## config.mk

```make
export PLATFORM = sky130hd
export DESIGN_NAME = host_reg_bank
export DESIGN_NICKNAME = d
export VERILOG_FILES = /design/src/rtl/host_reg_bank.sv
export SDC_FILE = /design/constraint.sdc
export NUM_CORES = 1
export LEC_CHECK = 0
export ABC_CLOCK_PERIOD_IN_PS = 2800
export CAP_MARGIN = 20
export CORE_AREA = 2 2 482 484
export CTS_CLUSTER_DIAMETER = 80
export CTS_CLUSTER_SIZE = 30
export DETAILED_ROUTE_END_ITERATION = 7
export DIE_AREA = 0 0 484 486
export MAX_ROUTING_LAYER = met4
export PLACE_DENSITY_LB_ADDON = 0.2
export SLEW_MARGIN = 10
export SYNTH_ARGS = -nofsm -noshare
export SYNTH_HDL_FRONTEND = slang
export SYNTH_SLANG_ARGS = --single-unit
```

## constraint.sdc

```tcl
create_clock -name Clk_reg -period 2.8 [get_ports Clk_reg]
set_input_delay 0.28 -clock Clk_reg [delete_from_list [all_inputs] [get_ports Clk_reg]]
set_output_delay 0.28 -clock Clk_reg [all_outputs]
set_load 0.02 [all_outputs]
```

## src/rtl/host_reg_bank.sv

```systemverilog
// host_reg_bank: parametrised CPU-side register bank with config, read-only status
// and self-clearing pulse registers, an Ack/Err handshake, per-register write strobes
// and hardware clear inputs. Exactly one access is performed per chip-select assertion.
module host_reg_bank #(
  parameter int                             NUM_REGS   = 35,
  parameter int                             DATA_W     = 16,
  parameter int                             ADDR_W     = 8,
  parameter int                             ADDR_LSB   = 1,
  parameter logic [NUM_REGS*DATA_W-1:0]     RST_VAL    = '0,
  parameter logic [NUM_REGS-1:0]            RO_MASK    = '0,
  parameter logic [NUM_REGS-1:0]            PULSE_MASK = '0
) (
  input  logic                              Clk_reg,
  input  logic                              Reset_n,
  input  logic                              CSB,
  input  logic                              WRB,
  input  logic [ADDR_W-1:0]                 CA,
  input  logic [DATA_W-1:0]                 CD_in,
  output logic [DATA_W-1:0]                 CD_out,
  output logic                              Ack,
  output logic                              Err,
  output logic [NUM_REGS*DATA_W-1:0]        Reg_q,
  output logic [NUM_REGS-1:0]               Wr_strobe,
  input  logic [NUM_REGS*DATA_W-1:0]        Status_in,
  input  logic [NUM_REGS-1:0]               Hw_clr
);

  localparam int IDX_W = ADDR_W - ADDR_LSB;

  typedef enum logic {IDLE, HOLD} state_t;

  state_t                     r_state;
  logic [DATA_W-1:0]          r_cdOut;
  logic                       r_ack;
  logic                       r_err;
  logic [NUM_REGS-1:0]        r_wrStrobe;
  logic [NUM_REGS*DATA_W-1:0] r_regQ;

  logic [IDX_W-1:0]           w_idx;
  logic                       w_valid;
  logic                       w_start;
  logic                       w_isRo;
  logic [DATA_W-1:0]          w_rdData;
  logic [NUM_REGS-1:0]        w_wrHit;

  assign w_idx   = CA[ADDR_W-1:ADDR_LSB];
  assign w_valid = (int'(w_idx) < NUM_REGS);
  assign w_start = (r_state == IDLE) && !CSB;

  // The low byte-address bits never take part in the register decode.
  generate
    if (ADDR_LSB > 0) begin : g_lsb
      logic w_unusedLsb;
      assign w_unusedLsb = ^CA[ADDR_LSB-1:0];
    end
  endgenerate

  // Decode the selected register: read data, read-only flag and the write hit vector.
  always_comb begin
    w_isRo   = 1'b0;
    w_rdData = '0;
    w_wrHit  = '0;
    for (int i = 0; i < NUM_REGS; i++) begin
      if (w_valid && (w_idx == IDX_W'(i))) begin
        w_isRo     = RO_MASK[i];
        w_rdData   = RO_MASK[i] ? Status_in[i*DATA_W +: DATA_W] : r_regQ[i*DATA_W +: DATA_W];
        w_wrHit[i] = w_start && !WRB && !RO_MASK[i];
      end
    end
  end

  // Register storage: CPU write beats hardware clear; pulse registers fall back to reset value.
  always_ff @(posedge Clk_reg or negedge Reset_n) begin
    if (!Reset_n) begin
      r_regQ <= RST_VAL;
    end else begin
      for (int i = 0; i < NUM_REGS; i++) begin
        if (RO_MASK[i]) begin
          r_regQ[i*DATA_W +: DATA_W] <= RST_VAL[i*DATA_W +: DATA_W];
        end else if (w_wrHit[i]) begin
          r_regQ[i*DATA_W +: DATA_W] <= CD_in;
        end else if (Hw_clr[i] || PULSE_MASK[i]) begin
          r_regQ[i*DATA_W +: DATA_W] <= RST_VAL[i*DATA_W +: DATA_W];
        end
      end
    end
  end

  // Access FSM: one access on the first select edge, then hold Ack until select is released.
  always_ff @(posedge Clk_reg or negedge Reset_n) begin
    if (!Reset_n) begin
      r_state    <= IDLE;
      r_ack      <= 1'b0;
      r_err      <= 1'b0;
      r_cdOut    <= '0;
      r_wrStrobe <= '0;
    end else begin
      r_wrStrobe <= '0;
      case (r_state)
        IDLE: begin
          if (!CSB) begin
            r_state    <= HOLD;
            r_ack      <= 1'b1;
            r_wrStrobe <= w_wrHit;
            if (WRB) begin
              r_cdOut <= w_valid ? w_rdData : '0;
              r_err   <= !w_valid;
            end else begin
              r_cdOut <= '0;
              r_err   <= !(w_valid && !w_isRo);
            end
          end
        end
        HOLD: begin
          if (CSB) begin
            r_state <= IDLE;
            r_ack   <= 1'b0;
            r_err   <= 1'b0;
            r_cdOut <= '0;
          end
        end
        default: begin
          r_state <= IDLE;
        end
      endcase
    end
  end

  assign CD_out    = r_cdOut;
  assign Ack       = r_ack;
  assign Err       = r_err;
  assign Reg_q     = r_regQ;
  assign Wr_strobe = r_wrStrobe;

endmodule
```

==> summary.txt, run 1 <==
Run status
  – Run status: complete, no violations

Setup path
  – Startpoint types: primary input
  – Critical Path Source: CA[6]
  – Reg2reg start: Reg_q[99]$_DFFE_PN0P_
  – Critical path data arrival time: approximately 3400 ps
  – WS Path Type: primary input to flop
  – Crit-path max FO: 10
  – CP endpoint kind: flop
  – Critical path required time: approximately 3400 ps

Synth
  – Synth Warn #: 0
  – Register bit count reported by yosys: around 600
  – Seq/Total Area, Yosys: around 50%
  – Post-synth EDFFs: 0
  – Synth area leader: dfrtp_1
  – Syn Std Cell Area: about 0.031 mm2
  – Main synth FF type: dfrtp_1
  – Avg Cell Area, Syn: 8.835 um2
  – Post-Synthesis Cells: roughly 3500
  – Yosys cell types: 81
  – Asr flop ratio synth: 100.0%
  – Net Count, Synth: 4120
  – Top cell type's share of synthesized area: 49.74%
  – Top post-synthesis cells by area: dfrtp_1 50%, nand2_1 10%, nand2b_1 7.8%

Place
  – Placed Area: 0.04508 mm2
  – Port-buffer cells: approximately 670
  – Routability cong.: approximately 0.95
  – Post-detail-place hpwl: around 200000 um

STA
  – Final slew viol count: 0
  – Fin. Hold Viols: 0
  – Worst Tran Pin Value: about 1000 ps
  – Max Clk Rate: between 300 and 400 MHz
  – Slew Limit Headroom: between 30% and 40%
  – RSZ-0062 raised after global routing: false
  – Final worst clock skew: between 20 and 30 ps
  – Final min period: approximately 2800 ps
  – Final period util: between 90% and 100%
  – # setup viols final: 0

Job
  – Max-cap viol count: 0

Routing
  – DRC errors left: 0
  – DRT antenna net count: 0
  – Vias: about 32000
  – Initial drt markers: around 3300
  – Vias per cell: 4.226
  – First-pass iteration count of the detailed router: 5
  – DR WL/cell: about 33 um
  – Final wirelength: ~250000 um

Global routing
  – GR peak layer: met2
  – Met1 GRT Util: approximately 28%
  – Initial antenna violation count: 18
  – Met3 Use GR: slightly below 4%
  – Number of global-route vias before repair: around 31000
  – Total congestion overflow: 0
  – Total track usage: a little over a fifth
  – First-pass GRT wire length: 325300 um
  – Grt met2 use: between 30% and 40%
  – Largest net degree at the start of global routing: between 70 and 80

Clock tree
  – Root buffer cell: clkbuf_16
  – Clk buf depth: 3
  – H-tree Lvls: 2
  – Worst skew pair latency: ~740 ps
  – CTS tree: built
  – Clk sink count: around 610
  – Clk slew on worst S/H paths: ~90 ps
  – CTS buffer count: 56

Die
  – Die height: approximately 500 um
  – Ports: between 1000 and 1500
  – Initial Util: about 13%
  – Die Area: about 0.24 mm2
  – Core ar.: roughly 0.23 mm2
  – Std-Cell Rows: around 180
  – Die W: between 400 and 500 um

Hold path
  – Type of the tightest min-delay check: primary input to flop
  – Worst Hold Launch: CD_in[0]

Finish
  – Post-layout net count: around 5100
  – Commonest non-fill, non-tap cell in the layout: nand2_1
  – Layout cell share with drive strength beyond 1: ~17%
  – Area grow syn2layout: 52.98%
  – Post-layout instance area: roughly 0.047 mm2
  – Most frequent cells in the layout: 835 x nand2_1, 654 x clkdlybuf4s50_1, 614 x dfrtp_1, 465 x o21ai_0, 454 x buf_4

Power and ir drop
  – Final Total Pwr: 19.90 mW
  – PwrDens: approximately 420 mW/mm2
  – Leakage: between 15 and 20 nW
  – Peak supply drop: 490.6 uV
## power breakdown
part | switching (mW) | total [mW] | internal, mW
Clock | 4.75 | 9.03 | 4.28
Sequential | 0.0281 | 8.90 | 8.88
Combinational | 1.33 | 1.97 | 0.632
Total | 6.11 | 19.9 | 13.8
## worst max-delay path, stage by stage
cell and delay (ps):
clkdlybuf4s50_1 450, buf_12 170, or4b_1 520, buf_4 190, buf_4 190, nor3_1 260
buf_4 180, buf_4 140, a211oi_1 90, a21oi_2 360, o21ai_1 290, a31oi_1 250
## per-stage QoR
| stage | std cells | TNS (ps) | utilization [%] | hold slack [ps] | setup WS, ps |
|---|---|---|---|---|---|
| after global routing | 7525 | 0 | 20.59 | 49.88 | 22.57 |
| after global placement | 7412 | -23360 | 19.65 | 302.8 | -1117 |
| final | 7530 | 0 | 20.59 | 22.99 | 40.90 |
| after detailed placement | 7412 | -23900 | 19.65 | 301.9 | -1051 |
| after CTS | 7520 | 0 | 20.57 | 9.098 | 47.45 |
| after floorplan | 3496 | 0 | - | -15.59 | 378.3 |
## worst paths after layout
| check | endpoint | slack, ps | cells past startpoint |
|---|---|---|---|
| setup / recovery | CD_out[9]$_DFFE_PN0P_ | 40 | 12 |
| hold / removal | Reg_q[176]$_DFFE_PN0P_ | 20 | 3 |
| setup reg to reg | CD_out[3]$_DFFE_PN0P_ | 80 | 8 |
| hold reg to reg | CD_out[14]$_DFFE_PN0P_ | 510 | 2 |
| max in group asynchronous | Reg_q[467]$_DFFE_PN0P_ | 1620 | 4 |
| min in group asynchronous | Wr_strobe[17]$_DFF_PN0_ | 120 | 2 |
## per-layer routing
layer	up-vias	share of wire, %
met1	16350	46
met2	1264	44
li1	13960	-
met5	-	0
met3	250	5.9
met4	0	4.3
## area by class of cell
class                   count  area, um2
fillers                 25300     182200
flip-flops and latches    614      15360
multi-input cells        2568      14360
repair buffers           1192      11590
well taps                3026       3786
clock buffers              61       1450
clock inverters            45      621.8
inverters                  15      56.30
diodes                      9      22.52
## what timing repair did
item / 4_1_cts / 5_1_grt
resized for setup: 8 / 5
buffers inserted: 1 / 1
setup endpoints to repair: 6 / 4
pin swaps: 2 / 0
hold buffers: 1 / 0
endpoints found under the hold margin: 118 / 0
## flip-flops by register name, indices dropped and copies added (netlist names)
register   flops
Wr_strobe     35
Ack            1
Err            1
CD_out        16
Reg_q        560
r_state        1
## logic make-up after synthesis
group	after synthesis	share of synthesized area, %
simple gates	1686	27.27
compound gates	807	15.66
flops	614	49.74
buf+inv	314	4.257
mux	74	3.030
fa+ha+maj	1	0.04050
## cells in the mapped netlist, types with 8 or more instances
library cell	instances
nor2b_1	12
nand3b_1	175
nand2b_1	386
nand4_1	9
a31oi_1	17
o211ai_1	9
nor2_1	110
mux2i_1	35
buf_1	8
a211oi_1	14
a22oi_1	37
o22ai_1	33
nand2_1	836
o21ai_0	467
o2bb2ai_1	8
mux2_2	24
o2111ai_1	10
a32oi_1	8
a222oi_1	8
a21oi_1	74
nor4_1	11
clkbuf_1	225
nand3_1	40
mux4_2	13
o221ai_1	19
buf_4	14
a221oi_1	19
a221o_1	8
dfrtp_1	614
o31ai_1	16
inv_1	14
buf_2	49
nor3_1	57
and3_1	9
(Power assumes the default switching activity.)
==> run 2: changes to the inputs <==
--- a/config.mk
+++ b/config.mk
@@ -9,12 +9,12 @@
 export CAP_MARGIN = 20
 export CORE_AREA = 2 2 482 484
 export CTS_CLUSTER_DIAMETER = 80
-export CTS_CLUSTER_SIZE = 30
+export CTS_CLUSTER_SIZE = 12
 export DETAILED_ROUTE_END_ITERATION = 7
 export DIE_AREA = 0 0 484 486
 export MAX_ROUTING_LAYER = met4
 export PLACE_DENSITY_LB_ADDON = 0.2
-export SLEW_MARGIN = 10
+export SLEW_MARGIN = 20
 export SYNTH_ARGS = -nofsm -noshare
 export SYNTH_HDL_FRONTEND = slang
 export SYNTH_SLANG_ARGS = --single-unit
==> run 2 against run 1 <==
Effect of this change:
- the flow now finishes with violations (negative setup slack)
- worst hold slack improved by 27 ps
- fmax down 2.7%
- die area is the same
- largest cell class unchanged
- critical path depth unchanged
- utilization hardly changed
- sequential share of layout area about the same
- non-clock buffer count fell by 1
- global-route usage is 0.096 points higher
- final cell count is essentially flat
==> summary.txt, run 2 (synthesized netlist as in run 1, its figures left out) <==
Run status
  – Run status: complete, but fails checks
  – Failing checks: negative setup slack

STA
  – Final min period: 2835 ps (+75.83 ps)
  – RSZ-0062 raised after global routing: false
  – Final slew viol count: 0 (unchanged)
  – Worst Tran Pin Value: 1053 ps (+21.44 ps)
  – Final period util: 101.2% (+2.7 points)
  – # setup viols final: 1 (+1)
  – Slew Limit Headroom: 29.81% (-1.4 points)
  – Setup WS post-layout: -34.93 ps (-75.83 ps)
  – Max Clk Rate: 352.7 MHz (-2.7%)
  – Hold Slack: 50.08 ps (+27.09 ps)
  – Fin. Hold Viols: 0 (unchanged)
  – Final worst clock skew: 47.20 ps (+21.03 ps)

Clock tree
  – Worst skew pair latency: 730 ps (about the same)
  – Clk buf depth: 3 (unchanged)
  – H-tree Lvls: 3 (+1)
  – Root buffer cell: clkbuf_16
  – Clk slew on worst S/H paths: 60 ps (-30 ps)
  – Clk sink count: 614 (unchanged)
  – CTS buffer count: 70 (+25%)
  – CTS tree: built

Finish
  – Core Util, Final: 20.62% (+0.025 points)
  – Layout cell share with drive strength beyond 1: 16.46% (-0.18 points)
  – Register Area: 0.01536 mm2 (unchanged)
  – Area of the multi-input gates: 0.01435 mm2 (about the same)
  – Fill count: 25300 (+0.028%)
  – Post-layout instance area: 0.04731 mm2 (+0.12%)
  – Max reg flops: 560 (unchanged)
  – Area grow syn2layout: 53.16%
  – Commonest non-fill, non-tap cell in the layout: nand2_1
  – Most frequent cells in the layout: 835 x nand2_1, 654 x clkdlybuf4s50_1, 614 x dfrtp_1, 465 x o21ai_0, 453 x buf_4
  – Post-layout net count: 5084 (+0.26%)

Routing
  – Final wirelength: 250900 um (+0.10%)
  – Initial drt markers: 3113 (-6.9%)
  – DRC errors left: 0 (unchanged)
  – Vias: 31850 (+0.079%)
  – Vias per cell: 4.229 (about the same)
  – DR WL/cell: 33.31 um (about the same)
  – DRT antenna net count: 0 (unchanged)
  – First-pass iteration count of the detailed router: 6 (+1)

Global routing
  – Initial antenna violation count: 16 (-2)
  – Number of global-route vias before repair: 31220 (+0.54%)
  – Total track usage: 21.32% (+0.096 points)
  – Total congestion overflow: 0 (unchanged)
  – First-pass GRT wire length: 326100 um (+0.25%)
  – Largest net degree at the start of global routing: 76 (unchanged)

Die
  – Core ar.: 0.2295 mm2 (unchanged)
  – Die height: 486 um (unchanged)
  – Die W: 484 um (unchanged)
  – Ports: 1236 (unchanged)
  – Std-Cell Rows: 176 (unchanged)
  – Initial Util: 13.46% (unchanged)
  – Die Area: 0.2352 mm2 (unchanged)

Setup path
  – CP endpoint kind: flop
  – Critical path data arrival time: 3440 ps (+50 ps)
  – Reg2reg path depth: 8 (unchanged)
  – Worst reg2reg setup slack: 10 ps (-70 ps)
  – Critical path required time: 3400 ps (-40 ps)
  – Crit-path max FO: 10 (unchanged)
  – Reg2reg start: Reg_q[124]$_DFFE_PN0P_
  – WS Path Type: primary input to flop
  – Worst flop-to-flop path endpoint: CD_out[12]$_DFFE_PN0P_
  – Startpoint types: primary input

Power and ir drop
  – Final Total Pwr: 20.24 mW (+1.7%)
  – Sequential power share: 44.0% (-0.7 points)
  – Leakage: 19.20 nW (+0.24%)
  – Switching Share: 28.44% (-2.3 points)
  – PwrDens: 427.7 mW/mm2 (+1.6%)
  – Peak supply drop: 409.9 uV (-16%)
  – Psw: 5.754 mW (-5.9%)
  – Cell-internal power: 14.48 mW (+5.0%)
  – Comb pwr share: 9.7% (-0.2 points)
  – Clk pwr share: 46.2% (+0.8 points)

Place
  – Placed Area: 0.04508 mm2 (unchanged)
  – Post-detail-place hpwl: 197000 um (unchanged)
  – Pre-CTS WS: -1051 ps (unchanged)
  – Routability cong.: 0.9519 (unchanged)
  – Port-buffer cells: 674 (unchanged)

Job
  – Max-cap viol count: 0 (unchanged)

Hold path
  – Type of the tightest min-delay check: primary input to flop
  – Hold Path Sink: Reg_q[176]$_DFFE_PN0P_
  – Worst Hold Launch: CD_in[0]
  – Hold Path Depth: 3 (unchanged)
run 2: worst max path at each step:
| stage | startpoint | endpoint | slack (ps) | cells past startpoint |
|---|---|---|---|---|
| 2_1_floorplan | r_state$_DFF_PN0_ | CD_out[14]$_DFFE_PN0P_ | 380 | 8 |
| 3_3_place_gp | CA[4] | CD_out[15]$_DFFE_PN0P_ | -1120 | 13 |
| 3_5_place_dp | CA[4] | CD_out[15]$_DFFE_PN0P_ | -1050 | 13 |
| 4_1_cts | r_state$_DFF_PN0_ | CD_out[7]$_DFFE_PN0P_ | 20 | 11 |
| 5_1_grt | r_state$_DFF_PN0_ | CD_out[7]$_DFFE_PN0P_ | 10 | 11 |
| 6_report | CA[6] | CD_out[9]$_DFFE_PN0P_ | -30 | 12 |
run 2: final cells by class:
| class | instances | share of cell area, % |
|---|---|---|
| timing repair buffer | 1191 | 24.48 |
| tap | 3026 | 8.003 |
| sequential | 614 | 32.48 |
| clock buffer | 86 | 4.023 |
| antenna | 10 | 0.05289 |
| multi-input combinational | 2568 | 30.33 |
| inverter | 15 | 0.1190 |
| clock inverter | 21 | 0.5078 |
run 2: metal layers:
metal  GRT usage, %  part of all wire (%)
met1          28.22                    46
met2          32.00                    44
met5              -                     0
met3          4.086                   5.9
met4          8.100                   4.4
run 2: stage by stage:
stage,setup TNS [ps],instances
detailed placement,-23900,7412
floorplan,0,3496
finish,-34.93,7531
global placement,-23360,7412
CTS,0,7521
global route,0,7526
run 2: timing repair:
action | in CTS | in global routing
cloned | 0 | 0
gates resized for setup | 7 | 4
hold buffers | 1 | 0
endpoints found under the setup margin | 5 | 4
buffers inserted | 1 | 0
pin swaps | 2 | 0
hold endpoints to repair | 106 | 0
run 2: power by group through the flow:
stage          sequential [mW]  clock, mW  combinational, mW
6_report                  8.91       9.36               1.97
4_1_cts                   8.91       9.61               1.99
5_1_grt                   8.91       9.90               2.04
3_3_place_gp              9.08          0               1.98
2_1_floorplan             9.08          0              0.623
3_5_place_dp              9.08          0               1.98
run 2: worst max-delay path, cell delays in order:
cell	delay [ps]
clkdlybuf4s50_1	450
buf_12	170
or4b_1	520
buf_4	190
buf_4	190
nor3_1	270
buf_4	180
buf_4	140
a211oi_1	90
a21oi_2	380
o21ai_1	280
a31oi_1	270
